**src/rtl/mcycle_unit.sv**
```systemverilog
// Multi-cycle unsigned multiply / restoring divide engine, one bit per clock.
// Start is sampled only in IDLE; Done is a registered one-cycle pulse and Busy stalls the pipeline.
module mcycle_unit #(
    parameter int WIDTH = 32
) (
    input  logic             CLK,
    input  logic             RESET_n,
    input  logic             Start,
    input  logic             MCycleOp,
    input  logic [WIDTH-1:0] Operand1,
    input  logic [WIDTH-1:0] Operand2,
    output logic [WIDTH-1:0] Result1,
    output logic [WIDTH-1:0] Result2,
    output logic             Busy,
    output logic             Done,
    output logic [1:0]       dbg_state
);

    localparam int CW = (WIDTH > 1) ? $clog2(WIDTH) : 1;

    typedef enum logic [1:0] {
        S_IDLE    = 2'd0,
        S_COMPUTE = 2'd1,
        S_DONE    = 2'd2
    } state_t;

    state_t             state, state_next;
    logic [CW-1:0]      count;
    logic               op;
    logic [WIDTH-1:0]   addend;
    logic [2*WIDTH-1:0] acc, acc_next;
    logic [WIDTH:0]     sum, diff;
    logic               last;

    assign last      = (count == CW'(WIDTH - 1));
    assign Busy      = ((state == S_IDLE) && Start) || (state == S_COMPUTE);
    assign dbg_state = state;

    always_ff @(posedge CLK) begin
        if (!RESET_n) state <= S_IDLE;
        else          state <= state_next;
    end

    always_comb begin
        state_next = state;
        case (state)
            S_IDLE:    if (Start) state_next = S_COMPUTE;
            S_COMPUTE: if (last)  state_next = S_DONE;
            S_DONE:    state_next = S_IDLE;
            default:   state_next = S_IDLE;
        endcase
    end

    // acc holds {product_hi, multiplier} for multiply and {remainder, quotient} for divide;
    // addend is the multiplicand or the divisor respectively.
    always_comb begin
        sum      = {1'b0, acc[2*WIDTH-1:WIDTH]} + {1'b0, addend};
        diff     = acc[2*WIDTH-1:WIDTH-1] - {1'b0, addend};
        acc_next = acc;
        if (!op) begin
            if (acc[0]) acc_next = {sum, acc[WIDTH-1:1]};
            else        acc_next = {1'b0, acc[2*WIDTH-1:1]};
        end else begin
            if (!diff[WIDTH]) acc_next = {diff[WIDTH-1:0], acc[WIDTH-2:0], 1'b1};
            else              acc_next = {acc[2*WIDTH-2:0], 1'b0};
        end
    end

    always_ff @(posedge CLK) begin
        if (!RESET_n) begin
            Result1 <= '0;
            Result2 <= '0;
            Done    <= 1'b0;
            count   <= '0;
            op      <= 1'b0;
            addend  <= '0;
            acc     <= '0;
        end else begin
            Done <= 1'b0;
            case (state)
                S_IDLE: begin
                    if (Start) begin
                        op     <= MCycleOp;
                        addend <= MCycleOp ? Operand2 : Operand1;
                        acc    <= {{WIDTH{1'b0}}, (MCycleOp ? Operand1 : Operand2)};
                        count  <= '0;
                    end
                end
                S_COMPUTE: begin
                    acc   <= acc_next;
                    count <= count + 1'b1;
                    if (last) begin
                        Result1 <= acc_next[WIDTH-1:0];
                        Result2 <= acc_next[2*WIDTH-1:WIDTH];
                        Done    <= 1'b1;
                    end
                end
                default: ;
            endcase
        end
    end

endmodule
```
**config.mk**
```make
export PLATFORM = sky130hd
export DESIGN_NAME = mcycle_unit
export DESIGN_NICKNAME = d
export VERILOG_FILES = /design/src/rtl/mcycle_unit.sv
export SDC_FILE = /design/constraint.sdc
export NUM_CORES = 1
export LEC_CHECK = 0
export ABC_AREA = 1
export CAP_MARGIN = 20
export CORE_AREA = 8 8 221 223
export DETAILED_ROUTE_END_ITERATION = 8
export DIE_AREA = 0 0 229 231
export GPL_TIMING_DRIVEN = 0
export SLEW_MARGIN = 30
export SYNTH_ARGS = -nofsm -noshare
export SYNTH_HDL_FRONTEND = slang
export SYNTH_SLANG_ARGS = --single-unit
```
**constraint.sdc**
```tcl
create_clock -name CLK -period 6.7 [get_ports CLK]
set_input_delay 2.01 -clock CLK [delete_from_list [all_inputs] [get_ports CLK]]
set_output_delay 2.01 -clock CLK [all_outputs]
set_load 0.005 [all_outputs]
```
==> metrics.md, run 1 <==
| Metric | Value |
|---|---|
| RSZ-0062 raised after global routing | `false` |
| Antenna violations before repair | `0` |
| Hold_ws | `between 400 and 500 ps` |
| Final WL | `56.2 mm` |
| Worst relative slew slack | `0.392` |
| Post-synth EDFFs | `0` |
| Asr flop ratio synth | `0` |
| Global-route wire length before repair | `85.5 mm` |
| Clock power frac | `0.313` |
| DP HPWL | `about 47 mm` |
| Place WS | `900 ps` |
| CP Max Fanout | `7` |
| Largest area contributor in the netlist | `dfxtp_1` |
| GP Congestion | `around 1` |
| Drt pass-1 iters | `5` |
| Internal power | `about 0.002 W` |
| Clk Tree Root Cell | `clkbuf_16` |
| Hold depth | `2` |
| Pin count of the biggest net entering global routing | `17` |
| Leak | `roughly 7.7 nW` |
| CTS tree | `built` |
| Initial Util | `0.296` |
| Worst reg2reg path depth | `21` |
| Syn Std Cell Area | `between 10000 and 15000 µm²` |
| Clock sink total | `between 150 and 200` |
| Die width | `between 200 and 250 µm` |
| Reg2reg end | `Result2[24]` |
| Area contributors post-synth | `dfxtp_1 25%, nand2_1 21%, inv_1 10%, o21ai_0 6.5%, ha_1 6.2%` |
| DR WL/cell | `18.7 µm` |
| Resize count post-CTS | `0` |
| Nets | `~2500` |
| Crit path to | `Busy` |
| Ys Warns | `0` |
| Sw Share | `0.401` |
| CP Launch Type | `input pin` |
| Via count | `about 15000` |
| Tcrit/Tclk final | `0.871` |
| Post-Synthesis Cells | `2245` |
| Critical Path RT | `about 4700 ps` |
| Hold_buf cts | `0` |
| DR DRC count | `0` |
| Setup TNS | `0 ps` |
| Share of the synthesized area in the top cell type | `0.253` |
| Fmax | `171 MHz` |
| Cell variety after synth | `44` |
| Core area | `approximately 45000 µm²` |
| Avg Vias per Cell | `~5` |
| Tmin final | `5840 ps` |
| Combinational share of power | `0.347` |
| Row cnt | `just under 80` |
| Overflow after GRT | `0` |
| Clock-pin slew on the worst setup and hold paths | `70 ps` |
| ANT nets after route | `0` |
| Final Hold Viols | `0` |
| Fin cells | `approximately 3000` |
| Outcome | `completed` |
| Worst Hold Class | `reg2reg` |
| RR Startpoint | `acc[31]` |
| Worst-margin pin slew | `a little over 900 ps` |
| Die area | `around 53000 µm²` |
| Max H-tree Level | `4` |
| Maximum vdd ir drop | `0.166 mV` |
| I/O pin count | `136` |
| Flops & latches, synth | `169` |
| Seq pwr share | `0.340` |
| Post-CTS Setup Bufs | `0` |
| CTS Buffer Depth | `2` |
| CP startpoint | `Start` |
| Layout cell share with drive strength beyond 1 | `0.0481` |
| Power per Cell Area | `between 200 and 250 nW/µm²` |
| Post-synth top flop | `dfxtp_1` |
| Switching Power | `between 0.001 and 0.0015 W` |
| Vias in the first global route | `between 10000 and 15000` |
| Max cap viols | `0` |
| Number of diodes | `0` |
| Clock Skew | `about 14 ps` |
| Synthesis-to-layout area growth | `20.0%` |
| Die height | `231 µm` |
| FF-to-FF setup slack | `between 3000 and 4000 ps` |
| Num CTS Buffers | `17` |
| PnR worst setup slack | `864 ps` |
| PortBufs | `approximately 130` |
| 1st-iter DRT viols | `1096` |
| Seq/Total Area, Yosys | `0.253` |
| Setup Crit Path Kind | `in2out` |
| All-Layer GR Usage | `0.206` |
| Placed insts | `just under 3000` |
| WP data arrival | `~3800 ps` |
| Mapped Nets | `2381` |
| Syn Area/Cell | `5.95 µm²` |
| Worst skew pair latency | `around 440 ps` |
| Crit. End Element | `output port` |
| Final setup fails | `0` |
| Max-slew violations | `0` |
## worst min-delay path by stage
stage | startpoint | endpoint
2_1_floorplan | count[4] | count[4]
3_3_place_gp | count[4] | count[4]
3_5_place_dp | Result1[1] | Result1[1]
4_1_cts | Result1[1] | Result1[1]
5_1_grt | Result1[1] | Result1[1]
6_report | Result1[1] | Result1[1]
## final cells by class
| class | count | area [µm²] |
|---|---|---|
| timing repair buffer | 133 | 1330 |
| buffer | 96 | 458 |
| tap | 600 | 751 |
| sequential | 169 | 3380 |
| clock buffer | 20 | 457 |
| multi-input combinational | 1612 | 8150 |
| fill | 4946 | 29100 |
| clock inverter | 12 | 131 |
| inverter | 368 | 1380 |
## power by group through the flow
stage | Clock [W] | Combinational, W | Sequential, W
2_1_floorplan | 0 | 0.000760 | 0.00110
3_3_place_gp | 0 | 0.00111 | 0.00113
3_5_place_dp | 0 | 0.00112 | 0.00113
4_1_cts | 0.00104 | 0.00112 | 0.00111
5_1_grt | 0.00107 | 0.00126 | 0.00112
6_report | 0.00103 | 0.00114 | 0.00111
## critical path: stages
cell and delay [ps]:
clkdlybuf4s50_1 490, nand2_1 60, nor2_1 280, nor2_1 170
inv_1 260, clkdlybuf4s50_1 560
## cells in the final DEF (no fill, tap or decap), types with 9 or more instances in the layout
master / synthesis / final
xnor2_1: 14 / 14
ha_1: 66 / 66
nor3_1: 13 / 13
inv_1: 362 / 362
dfxtp_1: 169 / 169
nand2_2: 33 / 33
clkbuf_1: 71 / 72
xor2_1: 9 / 9
a21oi_1: 125 / 125
a31oi_1: 33 / 33
nor2_1: 127 / 127
buf_1: 9 / 9
mux2i_1: 13 / 13
clkbuf_16: 0 / 17
o21a_1: 24 / 24
o21bai_1: 14 / 14
nand4_1: 9 / 9
o21ai_0: 173 / 173
o22ai_1: 21 / 21
clkdlybuf4s50_1: 0 / 133
o221ai_1: 11 / 11
nand3_2: 15 / 15
nand3_1: 135 / 135
nand2_1: 732 / 732
## synth_stat cells (13+ instances only)
master and instances:
nor2_1 127, clkbuf_1 71, nand3_1 135, a31oi_1 33, nand2_2 33, nand2_1 732
o22ai_1 21, o21ai_0 173, nor3_1 13, xnor2_1 14, ha_1 66, inv_1 362
nand3_2 15, o21a_1 24, mux2i_1 13, a21oi_1 125, o21bai_1 14, dfxtp_1 169
## state kept, by name, summed over array words and instances (netlist names)
| name | count |
|---|---|
| Result1 | 32 |
| acc | 64 |
| op | 1 |
| dbg_state | 2 |
| addend | 32 |
| Result2 | 32 |
| count | 5 |
| Done | 1 |
## layer usage
metal	up-vias	GRT usage	wire [µm]
met1	6909	0.253	23700
li1	7428	-	-
met3	121	0.0396	4410
met4	0	0.0986	2610
met2	635	0.343	25500
met5	-	0	0
## logic make-up after synthesis
| group | count (synthesis) | share of synthesized area |
|---|---|---|
| adders and majority gates | 68 | 0.0648 |
| AOI/OAI and AO/OA | 421 | 0.177 |
| and+or+nand+nor | 1087 | 0.343 |
| muxes | 13 | 0.00973 |
| xor gates and xnor gates | 23 | 0.0151 |
| buffers and inverters | 464 | 0.138 |
| DFF | 169 | 0.253 |
## metrics by stage
stage | total power [W] | utilization | area (µm²)
global placement | 0.00224 | 0.343 | 15400
global route | 0.00345 | 0.356 | 16000
CTS | 0.00327 | 0.356 | 16000
floorplan | 0.00186 | - | 13400
detailed placement | 0.00225 | 0.343 | 15400
finish | 0.00328 | 0.356 | 16000
(Power assumes the default switching activity.)
==> inputs of run 2 (changes only) <==
Settings changed: CORE_AREA 8 8 221 223 to 2 2 215 217, DIE_AREA 0 0 229 231 to 0 0 217 219.
==> run 2 against run 1 <==
  * Combinational power barely moved
  * Clock-buffer cell count fell by 2
  * Via count fell by 1.3%
  * Wire length rose by 0.29%
  * Cell area barely moved
  * Sequential power barely moved
  * Non-clock buffer count did not move
==> metrics.md, run 2 (synthesis results as in run 1) <==
| Metric | Value |
|---|---|
| Maximum vdd ir drop | `0.174 mV (+4.8%)` |
| CTS Buffer Depth | `2 (unchanged)` |
| ANT nets after route | `0 (unchanged)` |
| CTS tree | `built` |
| Crit. End Element | `output port` |
| Clock-pin slew on the worst setup and hold paths | `70 ps (about the same)` |
| Fillers | `5009 (+1.3%)` |
| Worst relative slew slack | `0.403 (+0.0116)` |
| Initial Util | `0.296 (unchanged)` |
| Num CTS Buffers | `17 (unchanged)` |
| Seq pwr share | `0.339 (about the same)` |
| Resize count post-CTS | `0 (unchanged)` |
| Tmin final | `5820 ps (-19.7 ps)` |
| Footprint of the multi-input gates | `8150 µm² (unchanged)` |
| Worst skew pair latency | `450 ps (about the same)` |
| WP data arrival | `3810 ps (-20 ps)` |
| PnR worst setup slack | `884 ps (+19.7 ps)` |
| Row cnt | `78 (unchanged)` |
| Most common cell after layout, fill and taps aside | `nand2_1` |
| Global-route wire length before repair | `85.0 mm (-0.60%)` |
| Place WS | `897 ps (-3.17 ps)` |
| Final setup fails | `0 (unchanged)` |
| Setup TNS | `0 ps (unchanged)` |
| DR DRC count | `0 (unchanged)` |
| PortBufs | `133 (unchanged)` |
| Layout cell share with drive strength beyond 1 | `0.0485 (+0.000415)` |
| Leak | `7.73 nW (about the same)` |
| Worst Hold Class | `reg2reg` |
| Max incr delay on CP | `550 ps (about the same)` |
| Clock power frac | `0.313 (about the same)` |
| Max cap viols | `0 (unchanged)` |
| Clock sink total | `169 (unchanged)` |
| Combinational share of power | `0.347 (about the same)` |
| Die height | `219 µm (-5.2%)` |
| 1st-iter DRT viols | `1220 (+11%)` |
| DR WL/cell | `18.7 µm (+0.29%)` |
| Max-slew violations | `0 (unchanged)` |
| Final Hold Viols | `0 (unchanged)` |
| Worst path slowest cell | `clkdlybuf4s50_1` |
| Synthesis-to-layout area growth | `20.0% (about the same)` |
| Hold_buf cts | `0 (unchanged)` |
| RSZ-0062 raised after global routing | `false` |
| Drt pass-1 iters | `6 (+1)` |
| CP Launch Type | `input pin` |
| Vias in the first global route | `14511 (-1.6%)` |
| Worst-margin pin slew | `895 ps (-17.5 ps)` |
| Sw Share | `0.404 (+0.00264)` |
| Crit path max-delay family | `buffers and inverters` |
| Antenna violations before repair | `0 (unchanged)` |
| Internal power | `0.00196 W (-0.19%)` |
| Setup Crit Path Kind | `in2out` |
| Nets | `2533 (unchanged)` |
| Die area | `47500 µm² (-10%)` |
| Worst Path Buf+Inv | `3 (unchanged)` |
| Via count | `14899 (-1.3%)` |
| Outcome | `completed` |
| Critical Path RT | `4690 ps (about the same)` |
| Critical Path, Cell by Cell | `clkdlybuf4s50_1, nand2_1, nor2_1, nor2_1, inv_1, clkdlybuf4s50_1` |
| Pin count of the biggest net entering global routing | `18 (+1)` |
| Clock Skew | `18.8 ps (+4.86 ps)` |
| Core area | `45100 µm² (unchanged)` |
| Overflow after GRT | `0 (unchanged)` |
| All-Layer GR Usage | `0.236 (+0.0304)` |
| Max H-tree Level | `4 (unchanged)` |
| DP HPWL | `47.0 mm (+0.90%)` |
| Number of diodes | `0 (unchanged)` |
| Final WL | `56.3 mm (+0.29%)` |
| Post-CTS Setup Bufs | `0 (unchanged)` |
| Fmax | `172 MHz (+0.34%)` |
| FF/Latch Area | `3380 µm² (unchanged)` |
| Tcrit/Tclk final | `0.868 (-0.00294)` |
| Power per Cell Area | `205 nW/µm² (+0.23%)` |
| I/O pin count | `136 (unchanged)` |
| Avg Vias per Cell | `4.95 (-1.3%)` |
| Max reg flops | `64 (unchanged)` |
| Most frequent cells in the layout | `732 x nand2_1, 362 x inv_1, 173 x o21ai_0` |
| CP Max Fanout | `7 (unchanged)` |
| Switching Power | `0.00133 W (+0.91%)` |
| GP Congestion | `0.993 (-1.9%)` |
| Clk Tree Root Cell | `clkbuf_16` |
| Top reg by flops | `acc` |
| Die width | `217 µm (-5.2%)` |
run 2: worst paths after layout:
kind,to,startpoint,slack (ps),cells past startpoint
hold / removal,count[4],count[4],480,2
hold reg to reg,count[4],count[4],480,2
setup / recovery,Busy,Start,880,6
setup reg to reg,Result2[23],acc[31],3650,21
run 2: tightest hold or removal path: cells and delay by family (launching register included):
kind / cells / cell delay (ps)
flip-flops: 1 / 310
AO/OA/AOI/OAI: 1 / 50
AND/OR/NAND/NOR: 1 / 60
run 2: cell type report:
class,count,share of cell area
Multi-Input combinational cell,1612,0.508
Sequential cell,169,0.211
Inverter,368,0.0861
Timing Repair Buffer,133,0.0830
Tap cell,600,0.0468
Buffer,96,0.0285
Clock buffer,18,0.0274
Clock inverter,14,0.00944
run 2: power groups by stage:
stage | sequential [W] | clock, W | combinational [W]
CTS | 0.00111 | 0.00104 | 0.00113
detailed placement | 0.00113 | 0 | 0.00112
global placement | 0.00113 | 0 | 0.00112
floorplan | 0.00110 | 0 | 0.000760
finish | 0.00111 | 0.00103 | 0.00114
global route | 0.00112 | 0.00108 | 0.00126
run 2: metal layers:
metal / share of wire / GRT usage / wire (µm) / vias up
met2: 0.46 / 0.399 / 26000 / 539
met3: 0.064 / 0.0360 / 3600 / 95
met5: 0 / 0 / 0 / -
li1: - / - / - / 7432
met1: 0.44 / 0.301 / 24600 / 6833
met4: 0.038 / 0.0932 / 2130 / 0
run 2: stage by stage:
stage,cell area (µm²),util,power (W),hold WS [ps],cells
2_1_floorplan,13400,-,0.00186,445,2245
3_3_place_gp,15400,0.343,0.00225,453,2978
3_5_place_dp,15400,0.343,0.00226,467,2978
4_1_cts,16000,0.356,0.00328,476,3010
5_1_grt,16000,0.356,0.00346,511,3010
6_report,16000,0.356,0.00329,476,3010
==> inputs of run 3 (changes only) <==
Settings changed: ABC_AREA 1 to 0, CORE_AREA 2 2 215 217 to 2 2 197 199, DIE_AREA 0 0 217 219 to 0 0 199 201, TNS_END_PERCENT set to 20.
==> run 3 against run 2 <==
  * Core utilization grew 0.78 points
  * Critical path type unchanged
  * Sequential share of layout area is 3.3 points higher
  * Global-route usage down 1.5 points
  * Sequential power hardly changed
==> metrics.md, run 3 <==
| Metric | Value |
|---|---|
| CTS Buffer Depth | `2 (unchanged)` |
| Setup TNS | `0 ps (unchanged)` |
| Maximum vdd ir drop | `0.178 mV (+2.5%)` |
| Drt pass-1 iters | `5 (-1)` |
| Combinational share of power | `0.260 (-0.087)` |
| Ys Warns | `0 (unchanged)` |
| Leak | `5.41 nW (-30%)` |
| Clock-pin slew on the worst setup and hold paths | `80 ps (about the same)` |
| Worst reg2reg path depth | `15 (-29%)` |
| Post-Synthesis Cells | `1390 (-38%)` |
| Worst Hold Class | `reg2reg` |
| Vias in the first global route | `11032 (-24%)` |
| DR WL/cell | `21.5 µm (+15%)` |
| GP Congestion | `0.926 (-6.8%)` |
| Die area | `40000 µm² (-16%)` |
| Max reg flops | `64 (unchanged)` |
| Top reg by flops | `acc` |
| Fillers | `3970 (-21%)` |
| Final setup fails | `0 (unchanged)` |
| Clock sink total | `169 (unchanged)` |
| Die width | `199 µm (-8.3%)` |
| Worst relative slew slack | `0.297 (-0.106)` |
| Post-synth EDFFs | `0 (unchanged)` |
| Max-slew violations | `0 (unchanged)` |
| ANT nets after route | `0 (unchanged)` |
| Area contributors post-synth | `dfxtp_1 30%, mux2i_1 9.7%, a211oi_1 9.5%, ha_1 7.3%, nor2_1 5.6%` |
| List of most frequent post-synthesis cells | `169 x dfxtp_1, 168 x nor2_1, 142 x a211oi_1` |
| Reg2reg end | `Result2[4]` |
| Asr flop ratio synth | `0 (unchanged)` |
| I/O pin count | `136 (unchanged)` |
| Core area | `38100 µm² (-15%)` |
| Global-route wire length before repair | `67.3 mm (-21%)` |
| Clock Skew | `15.4 ps (-3.32 ps)` |
| Row cnt | `72 (-7.7%)` |
| Overflow after GRT | `0 (unchanged)` |
| DP HPWL | `34.4 mm (-27%)` |
| Fin cells | `2073 (-31%)` |
| Hold path endpoint | `count[3]` |
| Placed insts | `2041 (-31%)` |
| Fmax | `173 MHz (+0.59%)` |
| Synthesis-to-layout area growth | `23.0%` |
| Flops & latches, synth | `169 (unchanged)` |
| 1st-iter DRT viols | `1096 (-10%)` |
| Seq/Total Area, Yosys | `0.300 (+0.0473)` |
| Layout cell share with drive strength beyond 1 | `0.0437 (-0.00482)` |
| Via count | `11497 (-23%)` |
| Hold depth | `1 (-1)` |
| Share of the synthesized area in the top cell type | `0.300 (+0.0473)` |
| Max cap viols | `0 (unchanged)` |
| Setup Crit Path Kind | `in2out` |
| Hold_buf cts | `0 (unchanged)` |
| Crit. End Element | `output port` |
| WP data arrival | `3770 ps (-40 ps)` |
| Cell variety after synth | `69 (+57%)` |
| DR DRC count | `0 (unchanged)` |
| Internal power | `0.00184 W (-6.3%)` |
| Final WL | `44.7 mm (-21%)` |
| Mapped Nets | `1526 (-36%)` |
| Clock power frac | `0.358 (+0.045)` |
| Worst skew pair latency | `450 ps (about the same)` |
| Syn Std Cell Area | `11300 µm² (-16%)` |
| Antenna violations before repair | `0 (unchanged)` |
| Pin count of the biggest net entering global routing | `20 (+2)` |
| CTS tree | `built` |
| Power per Cell Area | `208 nW/µm² (+1.5%)` |
| Syn Area/Cell | `8.10 µm² (+36%)` |
| Most frequent cell after synthesis | `dfxtp_1` |
| Nets | `1678 (-34%)` |
| Worst-margin pin slew | `1050 ps (+159 ps)` |
| FF-to-FF setup slack | `2210 ps (-1440 ps)` |
| Tcrit/Tclk final | `0.863 (-0.00508)` |
| Most common cell after layout, fill and taps aside | `dfxtp_1` |
| Most frequent cells in the layout | `169 x dfxtp_1, 168 x nor2_1, 142 x a211oi_1` |
| CP Max Fanout | `5 (-2)` |
| Clk Tree Root Cell | `clkbuf_16` |
| Final Hold Viols | `0 (unchanged)` |
| Sw Share | `0.363 (-0.0411)` |
| Switching Power | `0.00105 W (-21%)` |
| Seq pwr share | `0.383 (+0.044)` |
| Initial Util | `0.296 (-0.000875)` |
| Die height | `201 µm (-8.2%)` |
| Min-delay src | `count[3]` |
| PortBufs | `133 (unchanged)` |
| Post-CTS Setup Bufs | `0 (unchanged)` |
| Post-synth top flop | `dfxtp_1` |
| RR Startpoint | `acc[31]` |
| Resize count post-CTS | `0 (unchanged)` |
| All-Layer GR Usage | `0.221 (-0.0148)` |
| Num CTS Buffers | `17 (unchanged)` |
| CP Launch Type | `input pin` |
| Critical Path RT | `4690 ps (about the same)` |
| Largest area contributor in the netlist | `dfxtp_1` |
| Tmin final | `5780 ps (-34.0 ps)` |
| RSZ-0062 raised after global routing | `false` |
| Number of diodes | `0 (unchanged)` |
| Avg Vias per Cell | `5.55 (+12%)` |
| Max H-tree Level | `4 (unchanged)` |
| Outcome | `completed` |
-- run 3: cell count changes after synthesis, moves of 96 or more --
cell / delta
o21ai_0: -112
mux2i_1: +96
nand2_1: -649
inv_1: -310
a211oi_1: +142
nand3_1: -102
-- run 3: power groups by stage --
stage                     logic, W  registers (W)  clock network [W]
final                     0.000748        0.00110            0.00103
after floorplan           0.000501        0.00110                  0
after global routing      0.000813        0.00111            0.00107
after CTS                 0.000735        0.00110            0.00103
after global placement    0.000724        0.00112                  0
after detailed placement  0.000731        0.00112                  0
-- run 3: kinds of logic (layout without fill, tap and decap cells) --
| family | count (synthesis) | count (layout) | synth area share |
|---|---|---|---|
| and+or+nand+nor | 365 | 365 | 0.143 |
| buffers and inverters | 158 | 323 | 0.0554 |
| xor gates and xnor gates | 52 | 52 | 0.0411 |
| muxes | 113 | 113 | 0.101 |
| DFF | 169 | 169 | 0.300 |
| adders and majority gates | 68 | 68 | 0.0769 |
| AOI/OAI and AO/OA | 465 | 465 | 0.283 |
-- run 3: worst max-delay path by stage --
stage | start | to | depth (start not counted)
2_1_floorplan | Start | Busy | 4
5_1_grt | Start | Busy | 6
3_3_place_gp | Start | Busy | 6
3_5_place_dp | Start | Busy | 6
6_report | Start | Busy | 6
4_1_cts | Start | Busy | 6
-- run 3: routing by layer --
layer / up-vias / wire [µm] / share of wire / global-route usage
met3: 76 / 3170 / 0.071 / 0.0417
met1: 5492 / 19900 / 0.45 / 0.297
li1: 5452 / - / - / -
met4: 0 / 1240 / 0.028 / 0.0640
met2: 477 / 20300 / 0.46 / 0.359
met5: - / 0 / 0 / 0
-- run 3: per-stage QoR --
stage	instance area [µm²]	setup WS, ps	utilization	power [W]	hold WS [ps]
floorplan	11300	2150	-	0.00160	415
global placement	13200	968	0.348	0.00185	435
detailed placement	13200	983	0.348	0.00186	445
CTS	13900	966	0.364	0.00287	457
global route	13900	894	0.364	0.00299	485
finish	13900	918	0.364	0.00288	460
-- run 3: worst max-delay path, cell delays in order --
cell             delay (ps)
clkdlybuf4s50_1         450
and2_1                  150
clkbuf_1                140
nor2_1                  310
inv_1                   210
clkdlybuf4s50_1         490
-- run 3: final cells by class --
type                       instances  area [µm²]  share of cell area
tap                              518         648              0.0468
timing repair buffer             133        1330              0.0961
inverter                          53         199              0.0144
sequential                       169        3380               0.244
clock inverter                    15         183              0.0132
multi-input combinational       1063        7260               0.524
clock buffer                      17         425              0.0307
buffer                           105         428              0.0309
